==> src/rtl/bin2bcd_seq.sv <==
// Sequential binary-to-BCD converter: iterative double-dabble, one input bit per clock.
// Optional build macro BIN2BCD_BLANK_EN blanks leading zero digits (4'hF) in the result.
module bin2bcd_seq #(
    parameter int WIDTH  = 20,
    parameter int DIGITS = 6
) (
    input  logic                  clk,
    input  logic                  rst_n,
    input  logic                  start,
    input  logic [WIDTH-1:0]      bin,
    output logic                  busy,
    output logic                  done,
    output logic [4*DIGITS-1:0]   bcd,
    output logic                  overflow
);

    localparam int CW = $clog2(WIDTH + 1);

    function automatic logic [63:0] calc_max_val();
        logic [63:0] p;
        p = 64'd1;
        for (int i = 0; i < DIGITS; i++) p = p * 64'd10;
        return p - 64'd1;
    endfunction

    // Largest value representable in DIGITS decimal digits, kept at 64 bits to avoid truncation.
    localparam logic [63:0] MAX_VAL = calc_max_val();

    typedef enum logic [1:0] {IDLE, SHIFT, FINISH} state_t;

    state_t                state;
    logic [WIDTH-1:0]      shift_reg;
    logic [4*DIGITS-1:0]   scratch;
    logic [CW-1:0]         counter;
    logic                  ovf_pending;
    logic [4*DIGITS-1:0]   adj;
    logic [4*DIGITS-1:0]   result;

    // NOTE: every variable assigned in always_comb gets a default first, so no latch is inferred.
    always_comb begin
        adj = scratch;
        for (int d = 0; d < DIGITS; d++) begin
            if (scratch[4*d +: 4] >= 4'd5) adj[4*d +: 4] = scratch[4*d +: 4] + 4'd3;
        end
    end

    always_comb begin
`ifdef BIN2BCD_BLANK_EN
        logic leading;
        leading = 1'b1;
`endif
        result = scratch;
`ifdef BIN2BCD_BLANK_EN
        // Blank zeros above digit 0 until the first nonzero digit from the top.
        for (int d = DIGITS - 1; d >= 1; d--) begin
            if (leading && scratch[4*d +: 4] == 4'd0) result[4*d +: 4] = 4'hF;
            else leading = 1'b0;
        end
`endif
        if (ovf_pending) result = {DIGITS{4'h9}};
    end

    // NOTE: sequential state uses non-blocking assignments only, so all registers update together.
    always_ff @(posedge clk or negedge rst_n) begin
        if (!rst_n) begin
            state       <= IDLE;
            shift_reg   <= '0;
            scratch     <= '0;
            counter     <= '0;
            ovf_pending <= 1'b0;
            busy        <= 1'b0;
            done        <= 1'b0;
            bcd         <= '0;
            overflow    <= 1'b0;
        end else begin
            done <= 1'b0;
            case (state)
                IDLE: begin
                    if (start) begin
                        shift_reg   <= bin;
                        scratch     <= '0;
                        counter     <= CW'(WIDTH);
                        ovf_pending <= (64'(bin) > MAX_VAL);
                        busy        <= 1'b1;
                        state       <= SHIFT;
                    end
                end
                SHIFT: begin
                    // Top scratch bit falls off: only DIGITS digits are kept.
                    {scratch, shift_reg} <= {adj[4*DIGITS-2:0], shift_reg, 1'b0};
                    counter <= counter - 1'b1;
                    if (counter == CW'(1)) state <= FINISH;
                end
                FINISH: begin
                    bcd      <= result;
                    overflow <= ovf_pending;
                    done     <= 1'b1;
                    busy     <= 1'b0;
                    state    <= IDLE;
                end
                default: state <= IDLE;
            endcase
        end
    end

endmodule

==> config.mk <==
export PLATFORM = sky130hd
export DESIGN_NAME = bin2bcd_seq
export DESIGN_NICKNAME = d
export VERILOG_FILES = /design/src/rtl/bin2bcd_seq.sv
export SDC_FILE = /design/constraint.sdc
export NUM_CORES = 1
export LEC_CHECK = 0
export ABC_AREA = 1
export ABC_CLOCK_PERIOD_IN_PS = 1900
export BUFFER_PORTS_ARGS = -buffer_cell sky130_fd_sc_hd__buf_2
export CORE_MARGIN = 3
export CORE_UTILIZATION = 55
export CTS_CLUSTER_DIAMETER = 120
export DETAILED_ROUTE_END_ITERATION = 10
export GPL_TIMING_DRIVEN = 0
export PLACE_DENSITY = 0.8
export SLEW_MARGIN = 20
export SYNTH_ARGS = -nofsm -noshare
export SYNTH_HDL_FRONTEND = slang
export SYNTH_SLANG_ARGS = --single-unit
==> constraint.sdc <==
create_clock -name clk -period 1.9 [get_ports clk]
set_clock_uncertainty 0.1 [all_clocks]
set_input_delay 0.095 -clock clk [delete_from_list [all_inputs] [get_ports clk]]
set_output_delay 0.095 -clock clk [all_outputs]
set_load 0.05 [all_outputs]
==> results.tsv, run 1 <==
metric	value	unit
tns	0	ps
fin_ws	363.3	ps
clk_latency	350	ps
clockRootBuffer	clkbuf_8	
ys_types	21	
fin_crit	1537	ps
viasPerCell	5.360	
cts_tree	yes	
final_max_slew_viol_count	0	
start_util	58.37	%
dpl-instance-area	4184	sq um
die_w	89.26	microns
first_global_vias	3229	
num_vias	3350	
relSlewSlack	69.08	%
syn-num-nets	498	
die_h	89.26	microns
synth.top_cells.by_area	dfrtp_1 52%, nand2_1 16%, nand3_1 6.7%	
arrival	1660	ps
nets	580	
worstSetupEndpointType	register	
r2r_slack	360	ps
ys_warn_count	0	
rr_endpoint	bcd[15]$_DFFE_PN0P_	
tightest_slew	463.8	ps
drt_iter0_markers	257	
synth_edf_count	0	
overflow	0	
grt_usage	24.09	%
final_layout_size_suffix_gt1_share	18.25	%
numCtsBuffers	9	
ios	50	
io_buffers	49	
synth_cells	461	
num_rows	29	
place_ws	373.0	ps
antenna_found_initial	0	
status	finished clean	
final_area	4578	sq um
gp_congestion	0.8904	
r2r-start	state[0]$_DFFE_PN0P_	
cts_htree_levels	3	
startpoint	state[0]$_DFFE_PN0P_	
async_flop_share	100.0	%
post_cts.repair.setup_buffers	0	
ir_drop	719.2	uV
rsz0062_at_grt	no	
core_region_area	6531	sq um
cp.required	2020	ps
avgSynthCellArea	8.270	sq um
finalSetupViolations	0	
diodes	0	
drc_errors	0	
p_leak	2.395	nW
clock-sinks	79	
ys_seq_area_share	51.85	%
synth_top_area_share	51.85	%
die-area	7966	sq um
dr.pass1.iters	5	
ys.flop_type	dfrtp_1	
startpoint_type	register	
dpl.hpwl	5924	microns
yosysMostFrequentCell	nand2_1	
wl	8763	microns
clock_path_buffers	2	
ys_ff_latch	79	
wl_per_cell	14.02	microns
synth_common_cells	163 x nand2_1, 79 x dfrtp_1, 51 x nand3_1	
hold_class	input pin to register	
syn_area	3812	sq um
synth_largest_area_cell	dfrtp_1	
path_class	register to register	
hold_viol_final	0	
path_clk_slew	80	ps
powerDensity	1752	nW/um^2
fin_crit_sh	80.88	%
worstSetupEndpoint	bcd[15]$_DFFE_PN0P_	
grt_pass1_wl	14590	microns
syn2layout_area_growth	20.09	%
r2r_cells	5	
worst-path-max-fanout	10	
grt_max_degree	46	
fmax	0.6508	GHz
final_antenna_net_count	0	
max_cap_viol_count	0	
nFillCells	545	
final cells by class:
cell class,instances,area [sq um],area share [%]
buffer,14,91.34,1.995
clock buffer,11,151.4,3.307
clock inverter,5,32.53,0.7106
inverter,47,176.4,3.854
multi-input combinational,321,1568,34.24
sequential,79,1977,43.18
tap,77,96.34,2.104
timing repair buffer,71,485.5,10.60
layer usage:
metal	track usage (%)	vias up	part of all wire, %
met3	4.332	21	5.8
met4	10.55	0	2.1
met1	30.56	1553	44
met2	40.39	126	48
met5	0	-	0
li1	-	1650	-
cell usage in the layout, fill, tap and decap left out, drive strengths merged, types with 2 or more instances in the layout:
master and count:
nand2 165, clkbuf 11, nand3 51, ha 14, clkinvlp 3, clkinv 2, o21ai 35, buf 64
dlygate4sd3 21, nor2 23, o211ai 5, a21oi 12, nand4 13, inv 47, dfrtp 79
worst min path at each step:
| stage | slack (ps) | cells after the start | end | start |
|---|---|---|---|---|
| 2_1_floorplan | -300 | 0 | bcd[0]$_DFFE_PN0P_ | rst_n |
| 3_3_place_gp | 210 | 3 | shift_reg[4]$_DFFE_PN0P_ | bin[4] |
| 3_5_place_dp | -20 | 1 | scratch[10]$_DFFE_PN0P_ | rst_n |
| 4_1_cts | 10 | 3 | shift_reg[18]$_DFFE_PN0P_ | start |
| 5_1_grt | 40 | 3 | shift_reg[18]$_DFFE_PN0P_ | start |
| 6_report | 9 | 3 | shift_reg[18]$_DFFE_PN0P_ | start |
per-stage QoR:
stage / std cells / hold WS (ps) / util, % / total power (W)
2_1_floorplan: 461 / -300.6 / - / 0.005837
3_3_place_gp: 587 / 205.6 / 63.60 / 0.006646
3_5_place_dp: 588 / -19.44 / 64.06 / 0.006812
4_1_cts: 625 / 14.68 / 70.10 / 0.008038
5_1_grt: 625 / 39.11 / 70.10 / 0.008681
6_report: 625 / 8.565 / 70.10 / 0.008021
critical path: stages, from the launching register on:
cell and delay, ps:
dfrtp_1 450, nor2_4 230, inv_2 100, nor2_4 160
buf_2 260, a21oi_1 90
what timing repair did:
item,CTS,global route
endpoints found under the hold margin,73,0
gates resized for setup,0,0
hold buffers,21,0
logic make-up (layout without fill, tap and decap cells):
logic type      count (synthesis)  count (layout)  share of synthesized area [%]
compound gates                 53              53                          8.303
buf+inv                        61             148                          7.023
flops                          79              79                          51.85
simple gates                  254             254                          28.22
fa+ha+maj                      14              14                          4.595
power breakdown:
group / switching [W] / internal (W)
combinational: 0.00275 / 0.00122
sequential: 0.000473 / 0.00242
clock: 0.000619 / 0.000541
total: 0.00385 / 0.00417
(Power assumes the default switching activity.)
==> run 2, diff against run 1 <==
Settings changed: ABC_CLOCK_PERIOD_IN_PS 1900 to 1360, CORE_UTILIZATION 55 to 52, PLACE_DENSITY 0.8 to 0.79.
Clock period 1.9 ns to 1.36 ns, I/O delays scaled along.
==> run 2 against run 1 <==
  * The run now ends with negative setup slack left
  * Critical path depth up 1
  * Fmax grew 11%
  * Routed wire length grew 16%
  * Clock power up 74%
  * Global-route usage decreased by 1.1 points
==> results.tsv, run 2 (synthesized netlist as in run 1, its figures left out) <==
metric	value	unit	change
status	finished, violations left		was finished clean
violations	negative setup slack		
startpoint_type	register		unchanged
hold_viol_final	0		unchanged
clockRootBuffer	clkbuf_8		unchanged
wl_per_cell	15.07	microns	was 14.02 microns
cp.required	1550	ps	was 2020 ps
gp_congestion	0.8022		was 0.8904
drt_iter0_markers	287		was 257
dr.pass1.iters	5		unchanged
clock-sinks	79		unchanged
path_clk_slew	80	ps	about the same
fin_crit	1389	ps	was 1537 ps
antenna_found_initial	0		unchanged
crit_top_cell	nor2_4		unchanged
r2r_cells	6		was 5
arrival	1580	ps	was 1660 ps
die-area	8395	sq um	was 7966 sq um
switching_share	46.65	%	was 47.96%
r2r-start	state[0]$_DFFE_PN0P_		unchanged
worst-path-max-fanout	10		unchanged
rr_endpoint	bcd[13]$_DFFE_PN0P_		was bcd[15]$_DFFE_PN0P_
core_region_area	6944	sq um	was 6531 sq um
dpl.hpwl	6168	microns	was 5924 microns
overflow	0		unchanged
r2r_slack	-30	ps	was 360 ps
fin_crit_sh	102.1	%	was 80.88%
powerDensity	2515	nW/um^2	was 1752 nW/um^2
slowest_stage	dfrtp_2		was dfrtp_1
diodes	0		unchanged
finalSetupViolations	4		was 0
num_vias	3657		was 3350
io_buffers	49		unchanged
p_leak	2.588	nW	was 2.395 nW
comb_power_share	51.6	%	was 49.5%
power_frac_seq	32.5	%	was 36.0%
layout_commonest_cell	nand2_1		unchanged
total_power	0.01264	W	was 0.008021 W
fin_ws	-29.12	ps	was 363.3 ps
final_layout_size_suffix_gt1_share	28.65	%	was 18.25%
hold_class	input pin to async pin		was input pin to register
final_antenna_net_count	0		unchanged
path_delay_family	flip-flops		unchanged
tightest_slew	504.4	ps	was 463.8 ps
nets	608		was 580
final_max_slew_viol_count	0		unchanged
start_util	54.90	%	was 58.37%
max_cap_viol_count	0		unchanged
die_h	91.63	microns	was 89.26 microns
path_cells	nor2_4 -> inv_4 -> nor2_4 -> inv_2 -> buf_12 -> o21ai_2		was nor2_4 -> inv_2 -> nor2_4 -> buf_2 -> a21oi_1
ir_drop	1160	uV	was 719.2 uV
mostFrequentLayoutCells	153 x nand2_1, 78 x dfrtp_1, 51 x buf_2		was 163 x nand2_1, 79 x dfrtp_1, 55 x buf_2
ios	50		unchanged
num_rows	30		was 29
tns	-72.68	ps	was 0 ps
cts_tree	yes		unchanged
worstSetupEndpointType	register		unchanged
critPathBufInv	3		was 2
grt_pass1_wl	15430	microns	was 14590 microns
intPower	0.006743	W	was 0.004174 W
drc_errors	0		unchanged
die_w	91.63	microns	was 89.26 microns
grt_max_degree	43		was 46
path_class	register to register		unchanged
wl	10130	microns	was 8763 microns
clk_latency	360	ps	was 350 ps
p_sw	0.005897	W	was 0.003846 W
rsz0062_at_grt	yes		was no
syn2layout_area_growth	31.80	%	was 20.09%
p_clk_share	16.0	%	was 14.5%
relSlewSlack	66.37	%	was 69.08%
viasPerCell	5.442		was 5.360
first_global_vias	3421		was 3229
numCtsBuffers	9		unchanged
slowest_delay	460	ps	was 450 ps
grt_usage	23.02	%	was 24.09%
hold_ws	133.3	ps	was 8.565 ps
clock_path_buffers	2		unchanged
fmax	0.7199	GHz	was 0.6508 GHz
cts_htree_levels	3		unchanged
## run 2: changes by cell type in the layout (fill, tap and decap cells not counted), moves of 4 or more
cell,change
buf_4,+25
o21ai_0,-4
nand2_2,+10
buf_2,-4
inv_1,-12
buf_6,+5
inv_2,+10
ha_1,-6
nand2_1,-10
ha_4,+4
nand3_2,+6
nand3_1,-6
## run 2: per-layer routing
metal / GRT usage, % / share of wire (%)
met3: 4.758 / 8.2
met1: 27.88 / 40
met4: 11.43 / 2.5
met5: 0 / 0
met2: 38.89 / 50
## run 2: final cells by class
cell class | count | area [sq um]
buffer | 13 | 113.9
clock inverter | 5 | 80.08
timing repair buffer | 100 | 709.4
tap | 96 | 120.1
clock buffer | 11 | 151.4
fill | 487 | 1919
inverter | 47 | 183.9
multi-input combinational | 321 | 1688
sequential | 79 | 1978
## run 2: timing repair
item / in CTS / in global routing
setup buffers: 12 / 16
hold endpoints to repair: 99 / 0
hold buffers: 22 / 0
resized for setup: 14 / 47
endpoints found under the setup margin: 56 / 60
pin swaps: 3 / 14
## run 2: worst max path at each step
stage | endpoint | startpoint | cells past startpoint
6_report | bcd[13]$_DFFE_PN0P_ | state[0]$_DFFE_PN0P_ | 6
5_1_grt | scratch[13]$_DFFE_PN0P_ | scratch[13]$_DFFE_PN0P_ | 8
3_5_place_dp | bcd[11]$_DFFE_PN0P_ | state[0]$_DFFE_PN0P_ | 5
2_1_floorplan | bcd[11]$_DFFE_PN0P_ | state[0]$_DFFE_PN0P_ | 5
4_1_cts | scratch[5]$_DFFE_PN0P_ | scratch[4]$_DFFE_PN0P_ | 8
3_3_place_gp | shift_reg[15]$_DFFE_PN0P_ | rst_n | 1
## run 2: worst register-to-register path: stages, from the launching register on
cell	delay (ps)
dfrtp_2	460
nor2_4	210
inv_4	70
nor2_4	140
inv_2	80
buf_12	150
o21ai_2	130
## run 2: power groups by stage
stage	registers [W]	logic, W	clock network, W
4_1_cts	0.00402	0.00576	0.00205
3_5_place_dp	0.00407	0.00549	0
2_1_floorplan	0.00508	0.00307	0
6_report	0.00410	0.00652	0.00202
5_1_grt	0.00420	0.00715	0.00214
3_3_place_gp	0.00401	0.00527	0
## run 2: per-stage QoR
step	cell area [sq um]	instances	worst slack [ps]	utilization, %
2_1_floorplan	3812	461	105.4	-
3_3_place_gp	4178	606	-433.8	60.16
3_5_place_dp	4200	607	-175.7	60.49
4_1_cts	4766	657	3.194	68.63
5_1_grt	5025	672	-73.47	72.36
6_report	5025	672	-29.12	72.36
==> run 3, diff against run 2 <==
Settings changed: SETUP_SLACK_MARGIN set to 0.15.
==> run 3 against run 2 <==
  * The run still ends with negative setup slack left
  * Highest routed layer unchanged
  * Fmax is 6.1% lower
  * Largest power group unchanged
  * First-iteration DRC count rose by 28%
  * Register-to-register slack worse by 90 ps
  * Flip-flop and latch count unchanged
==> results.tsv, run 3 (synthesized netlist as in run 1, its figures left out) <==
metric	value	unit	change
status	finished, violations left		unchanged
violations	negative setup slack		unchanged
drc_errors	0		unchanged
dpl.hpwl	6135	microns	was 6168 microns
fin_crit	1480	ps	was 1389 ps
powerDensity	2605	nW/um^2	was 2515 nW/um^2
path_depth	5		was 6
path_class	register to register		unchanged
dr.pass1.iters	7		was 5
hold_viol_final	0		unchanged
num_vias	3823		was 3657
die_w	91.63	microns	unchanged
clock_path_buffers	2		unchanged
dpl-instance-area	4220	sq um	was 4200 sq um
path_cells	inv_4 -> ha_4 -> o21ai_0 -> nand3_1 -> o21ai_1		was nor2_4 -> inv_4 -> nor2_4 -> inv_2 -> buf_12 -> o21ai_2
r2r_cells	5		was 6
clock-sinks	79		unchanged
grt_usage	25.01	%	was 23.02%
gp_congestion	0.7974		was 0.8022
syn2layout_area_growth	45.55	%	was 31.80%
viasPerCell	5.517		was 5.442
cts_tree	yes		unchanged
cts_htree_levels	3		unchanged
io_buffers	49		unchanged
fin_crit_sh	108.8	%	was 102.1%
wl_per_cell	17.31	microns	was 15.07 microns
final_area	5549	sq um	was 5025 sq um
mostFrequentLayoutCells	134 x nand2_1, 76 x dfrtp_1, 48 x buf_2		was 153 x nand2_1, 78 x dfrtp_1, 51 x buf_2
comb_power_share	58.3	%	was 51.6%
intPower	0.007511	W	was 0.006743 W
clk_latency	360	ps	about the same
slowest_stage	dfrtp_2		unchanged
switching_share	48.05	%	was 46.65%
fin_ws	-120.0	ps	was -29.12 ps
whs_path_depth	3		
grt_pass1_wl	16750	microns	was 15430 microns
worstSetupEndpointType	register		unchanged
ios	50		unchanged
max_cap_viol_count	0		unchanged
wl	12000	microns	was 10130 microns
path_delay_family	flip-flops		unchanged
final_max_slew_viol_count	0		unchanged
cp.required	1550	ps	about the same
finalSetupViolations	24		was 4
rsz0062_at_grt	yes		unchanged
hold_class	input pin to register		was input pin to async pin
die-area	8395	sq um	unchanged
nets	629		was 608
ir_drop	1044	uV	was 1160 uV
dp_cells	607		unchanged
arrival	1670	ps	was 1580 ps
diodes	0		unchanged
overflow	0		unchanged
drt_iter0_markers	368		was 287
fmax	0.6757	GHz	was 0.7199 GHz
relSlewSlack	65.41	%	was 66.37%
layout_commonest_cell	nand2_1		unchanged
final_layout_size_suffix_gt1_share	39.87	%	was 28.65%
worst-path-max-fanout	5		was 10
critPathBufInv	1		was 3
p_leak	2.787	nW	was 2.588 nW
clockRootBuffer	clkbuf_8		unchanged
path_clk_slew	90	ps	was 80 ps
slowest_delay	470	ps	was 460 ps
antenna_found_initial	0		unchanged
tightest_slew	518.8	ps	was 504.4 ps
final_cells	693		was 672
die_h	91.63	microns	unchanged
grt_max_degree	43		unchanged
nFillCells	407		was 487
numCtsBuffers	9		unchanged
num_rows	30		unchanged
power_frac_seq	29.4	%	was 32.5%
p_sw	0.006947	W	was 0.005897 W
final_antenna_net_count	0		unchanged
start_util	54.90	%	unchanged
core_region_area	6944	sq um	unchanged
p_clk_share	12.3	%	was 16.0%
first_global_vias	3552		was 3421
startpoint_type	register		unchanged
run 3: changes by cell type in the layout (fill, tap and decap cells not counted), sizes merged:
cell,delta
bufbuf,+1
clkinvlp,-1
clkinv,+3
bufinv,-1
buf,+20
dlygate4sd3,-1
run 3: repair_timing:
action / in CTS / in global routing
cloned: 1 / 2
resized for setup: 48 / 105
setup endpoints to repair: 76 / 77
buffers inserted: 30 / 16
hold endpoints to repair: 87 / 0
pin swaps: 7 / 30
hold buffers: 21 / 0
run 3: worst min-delay path, delay by kind of cell:
kind,cells,cell delay (ps)
and+or+nand+nor,2,220
buffers and inverters,1,140
run 3: final timing paths:
check	start	endpoint	slack (ps)
setup / recovery	scratch[12]$_DFFE_PN0P_	scratch[15]$_DFFE_PN0P_	-120
hold / removal	start	shift_reg[18]$_DFFE_PN0P_	20
setup reg to reg	scratch[12]$_DFFE_PN0P_	scratch[15]$_DFFE_PN0P_	-120
hold reg to reg	bcd[14]$_DFFE_PN0P_	bcd[14]$_DFFE_PN0P_	380
max in group asynchronous	rst_n	shift_reg[19]$_DFFE_PN0P_	440
min in group asynchronous	rst_n	scratch[11]$_DFFE_PN0P_	120
run 3: layer usage:
layer  GRT usage, %  up-vias  wire length (microns)
met2          42.97      192                   6019
met5              0        -                      0
met4          8.417        0                    426
met1          31.56     1833                   4639
met3          4.922       47                    912
li1               -     1751                      -
run 3: power by group through the flow:
stage	logic [W]	clock network [W]	registers (W)
after global placement	0.00532	0	0.00403
after CTS	0.00657	0.00176	0.00409
after floorplan	0.00312	0	0.00511
after detailed placement	0.00553	0	0.00409
after global routing	0.00903	0.00188	0.00436
final	0.00843	0.00178	0.00425
run 3: stage by stage:
step                hold WS (ps)  util (%)  total power [W]  setup WS, ps  setup TNS (ps)
floorplan                 -327.6         -         0.008223         151.4               0
global placement           179.1     60.45         0.009353        -434.8          -35770
detailed placement        -24.84     60.77         0.009624        -100.2           -2902
CTS                        2.438     72.47          0.01241        -25.42          -81.08
global route               39.02     79.91          0.01526        -146.9           -2495
finish                     21.70     79.91          0.01446        -120.0          -548.5
run 3: final cells by class:
type / count / area, sq um / share of cell area (%)
inverter: 47 / 196.4 / 3.540
timing repair buffer: 120 / 934.6 / 16.84
clock buffer: 10 / 127.6 / 2.300
buffer: 14 / 160.2 / 2.886
tap: 96 / 120.1 / 2.165
clock inverter: 6 / 61.31 / 1.105
sequential: 79 / 1981 / 35.69
multi-input combinational: 321 / 1968 / 35.47
